[config.mk]
export PLATFORM = sky130hd
export DESIGN_NAME = spi_master
export DESIGN_NICKNAME = d
export VERILOG_FILES = /design/src/rtl/spi_pkg.sv /design/src/rtl/spi_clk_div.sv /design/src/rtl/spi_master.sv
export SDC_FILE = /design/constraint.sdc
export NUM_CORES = 1
export LEC_CHECK = 0
export CORE_MARGIN = 2
export CORE_UTILIZATION = 35
export CTS_CLUSTER_SIZE = 14
export DETAILED_ROUTE_END_ITERATION = 6
export PLACE_DENSITY = 0.55
export REMOVE_ABC_BUFFERS = 1
export SLEW_MARGIN = 30
export SYNTH_ARGS = -nofsm -noshare
export SYNTH_HDL_FRONTEND = slang
export SYNTH_SLANG_ARGS = --single-unit
[constraint.sdc]
create_clock -name clk -period 3.85 [get_ports clk]
set_input_delay 0.5775 -clock clk [delete_from_list [all_inputs] [get_ports clk]]
set_output_delay 0.5775 -clock clk [all_outputs]
set_load 0.01 [all_outputs]
[src/rtl/spi_pkg.sv]
// -----------------------------------------------------------------------------
// spi_pkg
// Shared definitions for the SPI master:
//   - spi_state_e : transfer FSM states (IDLE, SETUP, HIGH, LOW)
//   - BIT_W       : bits per transfer (8)
//   - DIV_W       : width of the half-period down-counter (8)
//   - rotl1       : one-bit left rotate used for the tx shift register
// -----------------------------------------------------------------------------
package spi_pkg;

  localparam int BIT_W = 8;
  localparam int DIV_W = 8;

  typedef enum logic [1:0] {
    IDLE  = 2'd0,
    SETUP = 2'd1,
    HIGH  = 2'd2,
    LOW   = 2'd3
  } spi_state_e;

  // Rotating rather than shifting keeps every register bit in use; the byte
  // returns to its original alignment after BIT_W falling edges.
  function automatic logic [BIT_W-1:0] rotl1(input logic [BIT_W-1:0] v);
    return {v[BIT_W-2:0], v[BIT_W-1]};
  endfunction

endpackage

[src/rtl/spi_clk_div.sv]
// -----------------------------------------------------------------------------
// spi_clk_div
// Half-period timer for the SPI master. A down-counter is reloaded with
// CLK_DIV-1 whenever the FSM changes state, so every state lasts exactly
// CLK_DIV clk cycles. tick is high in the last cycle of each period.
// Ports:
//   clk    : system clock (rising edge)
//   rst_n  : synchronous active-low reset
//   reload : FSM state change this cycle; restart the period
//   tick   : one-cycle strobe at the end of each CLK_DIV-cycle period
// -----------------------------------------------------------------------------
module spi_clk_div
  import spi_pkg::*;
#(
  parameter int CLK_DIV = 4
) (
  input  logic clk,
  input  logic rst_n,
  input  logic reload,
  output logic tick
);

  localparam logic [DIV_W-1:0] LOAD = DIV_W'(CLK_DIV - 1);

  logic [DIV_W-1:0] cnt_r;

  // Down-counter: reload on state change or when a period expires.
  always_ff @(posedge clk) begin
    if (!rst_n) begin
      cnt_r <= {DIV_W{1'b0}};
    end else if (reload || (cnt_r == {DIV_W{1'b0}})) begin
      cnt_r <= LOAD;
    end else begin
      cnt_r <= cnt_r - {{(DIV_W-1){1'b0}}, 1'b1};
    end
  end

  assign tick = (cnt_r == {DIV_W{1'b0}});

endmodule

[src/rtl/spi_master.sv]
// -----------------------------------------------------------------------------
// spi_master
// Single-byte SPI master, mode 0 (SCLK idle low, sample on rising edge,
// shift on falling edge), MSB first. SCLK half-period is CLK_DIV clk cycles;
// a transfer accepted at cycle 0 raises done at cycle 1+17*CLK_DIV.
// Optional feature macro: SPI_MASTER_RX_EN
//   defined   : miso is shifted in and presented on rx_data at done
//   undefined : no receive path, miso unused, rx_data tied to 8'h00
// Ports:
//   clk     : system clock (rising edge)
//   rst_n   : synchronous active-low reset
//   start   : transfer request, sampled only in IDLE
//   tx_data : byte to send, captured on acceptance
//   rx_data : last received byte
//   busy    : transfer in progress
//   done    : one-cycle end-of-transfer pulse
//   sclk    : SPI clock
//   mosi    : serial data out
//   miso    : serial data in
//   cs_n    : active-low chip select
// -----------------------------------------------------------------------------
module spi_master
  import spi_pkg::*;
#(
  parameter int CLK_DIV = 4
) (
  input  logic             clk,
  input  logic             rst_n,
  input  logic             start,
  input  logic [BIT_W-1:0] tx_data,
  output logic [BIT_W-1:0] rx_data,
  output logic             busy,
  output logic             done,
  output logic             sclk,
  output logic             mosi,
  input  logic             miso,
  output logic             cs_n
);

  spi_state_e       state_r, state_s;
  logic [BIT_W-1:0] tx_sr_r, tx_sr_s;
  logic [2:0]       bit_cnt_r, bit_cnt_s;
  logic             sclk_r, sclk_s;
  logic             cs_n_r, cs_n_s;
  logic             mosi_r, mosi_s;
  logic             busy_r, busy_s;
  logic             done_r, done_s;
  logic             rise_s;   // sclk goes 0->1 at this edge
  logic             fin_s;    // LOW->IDLE at this edge
  logic             tick_s;
  logic             reload_s;

  spi_clk_div #(
    .CLK_DIV (CLK_DIV)
  ) u_clk_div (
    .clk    (clk),
    .rst_n  (rst_n),
    .reload (reload_s),
    .tick   (tick_s)
  );

  // Next-state and next-output logic for the transfer FSM.
  always_comb begin
    state_s   = state_r;
    tx_sr_s   = tx_sr_r;
    bit_cnt_s = bit_cnt_r;
    sclk_s    = sclk_r;
    cs_n_s    = cs_n_r;
    mosi_s    = mosi_r;
    busy_s    = busy_r;
    done_s    = 1'b0;
    rise_s    = 1'b0;
    fin_s     = 1'b0;
    case (state_r)
      IDLE: begin
        if (start) begin
          state_s   = SETUP;
          tx_sr_s   = tx_data;
          bit_cnt_s = 3'd0;
          sclk_s    = 1'b0;
          cs_n_s    = 1'b0;
          busy_s    = 1'b1;
          mosi_s    = tx_data[BIT_W-1];
        end else begin
          sclk_s = 1'b0;
          cs_n_s = 1'b1;
          busy_s = 1'b0;
          mosi_s = 1'b0;
        end
      end
      SETUP: begin
        if (tick_s) begin
          state_s = HIGH;
          sclk_s  = 1'b1;
          rise_s  = 1'b1;
        end else begin
          state_s = SETUP;
        end
      end
      HIGH: begin
        if (tick_s) begin
          // Falling edge: present the next bit; the counter wraps to 0 on
          // the 8th fall, which marks the final LOW phase.
          state_s   = LOW;
          sclk_s    = 1'b0;
          tx_sr_s   = rotl1(tx_sr_r);
          mosi_s    = tx_sr_r[BIT_W-2];
          bit_cnt_s = bit_cnt_r + 3'd1;
        end else begin
          state_s = HIGH;
        end
      end
      LOW: begin
        if (tick_s) begin
          if (bit_cnt_r == 3'd0) begin
            state_s = IDLE;
            cs_n_s  = 1'b1;
            busy_s  = 1'b0;
            done_s  = 1'b1;
            mosi_s  = 1'b0;
            fin_s   = 1'b1;
          end else begin
            state_s = HIGH;
            sclk_s  = 1'b1;
            rise_s  = 1'b1;
          end
        end else begin
          state_s = LOW;
        end
      end
      default: begin
        state_s = IDLE;
        sclk_s  = 1'b0;
        cs_n_s  = 1'b1;
        busy_s  = 1'b0;
        mosi_s  = 1'b0;
      end
    endcase
    reload_s = (state_s != state_r);
  end

  // FSM state and registered outputs.
  always_ff @(posedge clk) begin
    if (!rst_n) begin
      state_r   <= IDLE;
      tx_sr_r   <= {BIT_W{1'b0}};
      bit_cnt_r <= 3'd0;
      sclk_r    <= 1'b0;
      cs_n_r    <= 1'b1;
      mosi_r    <= 1'b0;
      busy_r    <= 1'b0;
      done_r    <= 1'b0;
    end else begin
      state_r   <= state_s;
      tx_sr_r   <= tx_sr_s;
      bit_cnt_r <= bit_cnt_s;
      sclk_r    <= sclk_s;
      cs_n_r    <= cs_n_s;
      mosi_r    <= mosi_s;
      busy_r    <= busy_s;
      done_r    <= done_s;
    end
  end

  assign sclk = sclk_r;
  assign cs_n = cs_n_r;
  assign mosi = mosi_r;
  assign busy = busy_r;
  assign done = done_r;

`ifdef SPI_MASTER_RX_EN
  logic [BIT_W-1:0] rx_sr_r;
  logic [BIT_W-1:0] rx_data_r;

  // Receive path: shift miso in on each rising sclk, publish at end of byte.
  always_ff @(posedge clk) begin
    if (!rst_n) begin
      rx_sr_r   <= {BIT_W{1'b0}};
      rx_data_r <= {BIT_W{1'b0}};
    end else begin
      if (rise_s) begin
        rx_sr_r <= {rx_sr_r[BIT_W-2:0], miso};
      end else begin
        rx_sr_r <= rx_sr_r;
      end
      if (fin_s) begin
        rx_data_r <= rx_sr_r;
      end else begin
        rx_data_r <= rx_data_r;
      end
    end
  end

  assign rx_data = rx_data_r;
`else
  // No receive path: these strobes and miso are intentionally left unused.
  logic unused_rx_s;
  assign unused_rx_s = miso ^ rise_s ^ fin_s;
  assign rx_data     = {BIT_W{1'b0}};
`endif

endmodule

# Yosys cells after proc, flatten, opt, wreduce, memory -nomap -nowiden
# Cells that the tools add are included.
# word_totals
out_inout_bits,13
register_bits,26
wordCells,66
# op_classes
eq_ne,10
reduce_logical,13
add_sub_neg,2
muxes,30
n_bitwise,1
# ops
cell,n
$mux 8,2
$pmux 8 s2,1
$mux 1,14
$ne 2x2->1 const B,6
$mux 2,5
$reduce_and 3->1,3
$logic_not 8->1,1
$pmux 2 s4,1
$reduce_and 4->1,2
$sub 8x1->8 const B,1
$mux 3,2
$pmux 3 s2,1
$eq 2x2->1 const B,2
$pmux 1 s2,2
$pmux 1 s4,1
$reduce_bool 2->1,2
$add 3x1->3 const B,1
$logic_not 3->1,1
$pmux 1 s3,1
$reduce_bool 3->1,1
$eq 2x1->1 const B,1
$logic_not 2->1,1
$ne 2x2->1,1
$reduce_or 2->1,1
other kinds (2),2

# Longest topological paths before layout
# logic_depth
word_depth,7
depth_mapped,7

# By module
# From an unflattened synthesis, not the netlist that was laid out.
# unflattened
cells_unflattened,141
hier_area_um2,1333.8
# modules_own_cells
module,n_inst,cells_each,area_each_um2
spi_master,1,99,923.4
spi_clk_div,1,42,410.4

# Worst setup path after synthesis
# OpenSTA, ideal clock, no wires.
# synth_path
path_kind,reg-to-reg
from,register u_clk_div.cnt_r[4]
to,register busy_r (netlist: busy)
stages_incl_launch_ff,5
setup_time_ns,0.115
path_buffers,0
slack_ns,2.306
period_less_slack_ns,1.544
t_required_ns,3.735
t_arrival_ns,1.430
cell_sequence,dfxtp_1 > or4_4 > nor4_4 > nor3b_1 > o21a_1
# synth_via
elab_chain_cells,3
# synth_rtl
element,line,text
start: declaration,spi_clk_div.sv:25,logic [DIV_W-1:0] cnt_r;
start signal: assignment,spi_clk_div.sv:30,cnt_r <= {DIV_W{1'b0}};
start signal: assignment,spi_clk_div.sv:34,"cnt_r <= cnt_r - {{(DIV_W-1){1'b0}}, 1'b1};"
$logic_not 8->1,spi_clk_div.sv:38,assign tick = (cnt_r == {DIV_W{1'b0}});
$ne 2x2->1 (no source line),n/a,
$reduce_and 3->1 (no source line),n/a,
end signal: assignment,spi_master.sv:160,busy_r <= busy_s;
end: declaration,spi_master.sv:46,"logic busy_r, busy_s;"
# No other way between the ends.
# A chain may end at the register's enable or synchronous reset.

# Worst setup path in the final report
# layout_path
from,input rst_n
to,register u_clk_div.cnt_r[7]
# layout_via
elab_chain_cells,2
# layout_rtl
element,line,text
start: declaration,spi_master.sv:28,"input logic rst_n,"
$not 1->1 (no source line),n/a,
$reduce_or 2->1 (no source line),n/a,
# No other way between the ends.

==> reports/summary.txt <==
EDFF count, synth = 0
PwrDens = 576.4 nW/um^2
commonest non-fill, non-tap cells in the layout = nor2_1 (26), dfxtp_1 (26), clkdlybuf4s50_1 (15)
share of the synthesized area in the top cell type = 41.43%
# hold bufs at CTS = 0
maximum fanout along the worst path = 24
Final Critical Period = 1888 ps
Post-synth ARST share = 0%
Mapped Area = 1256 sq um
GP Congestion = 0.7899
antenna cells = 0
final setup TNS = 0 ps
CP Capture Type = flop
outcome = finished, final reports clean
startpoint types = primary input
WL met1 = 1.147 mm
layout cells sized above 1 = 7.285%
Leak = 0.5502 nW
final setup vio count = 0
clk buf depth = 2
crit-path cells = clkdlybuf4s50_1 -> nand3_1 -> nor2_1
r2r setup slk = 2040 ps
Fill cells = 340
Hold Startpoint = sclk
Top Metal Used = met4
Fin Hold WS = 453.4 ps
total gr overflow = 0
Critical Path Stages = 3
hold endpoint = sclk
FF-to-FF path depth = 6
Via density = 4.832
Worst Path Class, Setup = in2reg
Synth Area per Inst = 9.103 sq um
fin nets = 168
ANT nets after route = 0
reg2reg start = u_clk_div.cnt_r[0]
DR WL met3 = 98 microns
TritonCTS clock tree = done
setup bufs post-CTS = 0
CP max stage delay = 980 ps
io pins = 25
DRC = 0
DRT iter0 DRCs = 49
H-Tree Depth = 1
Total GRT Usage = 12.15%
CTS clk-pin slew, worst paths = 130 ps
Synth cell types = 38
Clock Tree Root = clkbuf_4
Post-synth top flop = dfxtp_1
Arr. time, crit path = 2150 ps
pin count of the biggest net entering global routing = 25
wire length per cell = 11.66 microns
worst vdd ir = 0.2695 mV
required time worst endpoint = 4110 ps
Initial Util = 37.06%
cells after synthesis = 138
first-pass GRT wire length = 3.926 mm
post-cts sizing count = 0
drt total wl = 2.297 mm
unrepaired setup endpoints after global routing = no
largest cells by area after synthesis = dfxtp_1 (41%), nor2_1 (7.8%), o221ai_1 (5.6%)
die area = 4084 sq um
die height = 63.91 microns
clock buffer count from CTS = 3
Worst Hold Class = reg2reg
width of the die = 63.91 microns
Final WS setup = 1963 ps
Post-DP HPWL = 1.679 mm
YS warnings = 0
delay-heaviest family, CP = buffers and inverters
clock tree sinks = 26
Buf/Inv on CP = 1
worst slew pin tran = 784.2 ps
initial antenna violation count = 0
Post-Place Setup Slack = 1599 ps
port bufs = 15
Max Clk Rate = 0.5298 GHz
register area share after synthesis = 41.43%
Clock Latency Late Sink = 320 ps
Max stage delay cell, worst path = clkdlybuf4s50_1
vias = 952
Synth area leader = dfxtp_1
clock skew = 2.186 ps
Hold Fails Final Rpt = 0
Core Box Area = 3390 sq um
Hold Path Stages = 2
max-cap violation count = 0
DRT Pass-1 Iters = 4
number of global-route vias before repair = 849
RR Endpoint = tx_sr_r[7]
Max transition margin = 47.56%
flops & latches, synth = 26
met2 WL = 1.033 mm
Max Slew Vio Count = 0
Rows = 21
area grow syn2layout = 15.14%
Tcrit/Tclk final = 49.03%
[cells by family (layout without fill, tap and decap cells)]
| kind of cell | count (synthesis) | in the layout | synth area share [%] |
|---|---|---|---|
| compound gates | 22 | 22 | 13.84 |
| simple gates | 60 | 60 | 27.19 |
| fa+ha+maj | 4 | 4 | 3.984 |
| mux | 1 | 1 | 0.7968 |
| xor+xnor | 7 | 7 | 4.881 |
| flops | 26 | 26 | 41.43 |
| buf+inv | 17 | 23 | 7.569 |
| other cells | 1 | 8 | 0.2985 |
[cell usage after synthesis (all sizes together) (3+ instances only)]
master and number:
o221ai 8, nor4 3, ha 4, nand3 4, buf 9, a21boi 4, nor3 3, xnor2 5
nand2 10, nor3b 5, nor2 26, dfxtp 26, inv 4, clkbuf 4
[routing by layer]
| metal | track usage (%) | vias to the layer above |
|---|---|---|
| met5 | 0 | - |
| met4 | 4.348 | 0 |
| met3 | 2.993 | 2 |
| met2 | 18.62 | 21 |
| met1 | 16.50 | 439 |
| li1 | - | 490 |
[where the power goes]
part	leakage [nW]	switching (mW)	internal, mW	total [mW]
Combinational	0.316	0.169	0.145	0.314
Sequential	0.214	0.0617	0.322	0.384
Clock	0.0210	0.0778	0.0578	0.136
[through the flow]
stage / utilization [%] / cell area (sq um) / cells / total power [mW]
3_3_place_gp: 41.60 / 1410 / 193 / 0.6968
3_5_place_dp: 41.60 / 1410 / 193 / 0.7068
4_1_cts: 42.67 / 1446 / 197 / 0.8463
2_1_floorplan: - / 1202 / 132 / 0.6238
5_1_grt: 42.67 / 1446 / 197 / 0.9057
6_report: 42.67 / 1446 / 197 / 0.8337
[sequential cells by signal (all words and copies together) (netlist names)]
name             count
bit_cnt_r            3
mosi                 1
u_clk_div.cnt_r      8
cs_n                 1
sclk                 1
tx_sr_r              8
done                 1
busy                 1
state_r              2
[worst min-delay path: cells and delay by family (launching register included)]
family | cells | cell delay, ps
AOI/OAI and AO/OA | 1 | 50
DFF | 1 | 330
and+or+nand+nor | 1 | 50
[layout make-up]
type | instances | area [sq um] | area share (%)
inverter | 4 | 15.01 | 1.038
timing repair buffer | 15 | 150.1 | 10.38
tap | 46 | 57.56 | 3.979
clock buffer | 4 | 36.28 | 2.509
multi-input combinational | 102 | 666.9 | 46.11
sequential | 26 | 520.5 | 35.99
[worst max-delay path by stage]
stage | startpoint | end | slack [ps]
floorplan | u_clk_div.cnt_r[4] | busy | 2310
global placement | rst_n | u_clk_div.cnt_r[3] | 1640
CTS | rst_n | u_clk_div.cnt_r[7] | 1940
detailed placement | rst_n | u_clk_div.cnt_r[7] | 1600
finish | rst_n | u_clk_div.cnt_r[7] | 1960
global route | rst_n | u_clk_div.cnt_r[5] | 1840
Note: power is estimated with default switching activity, not from simulation.
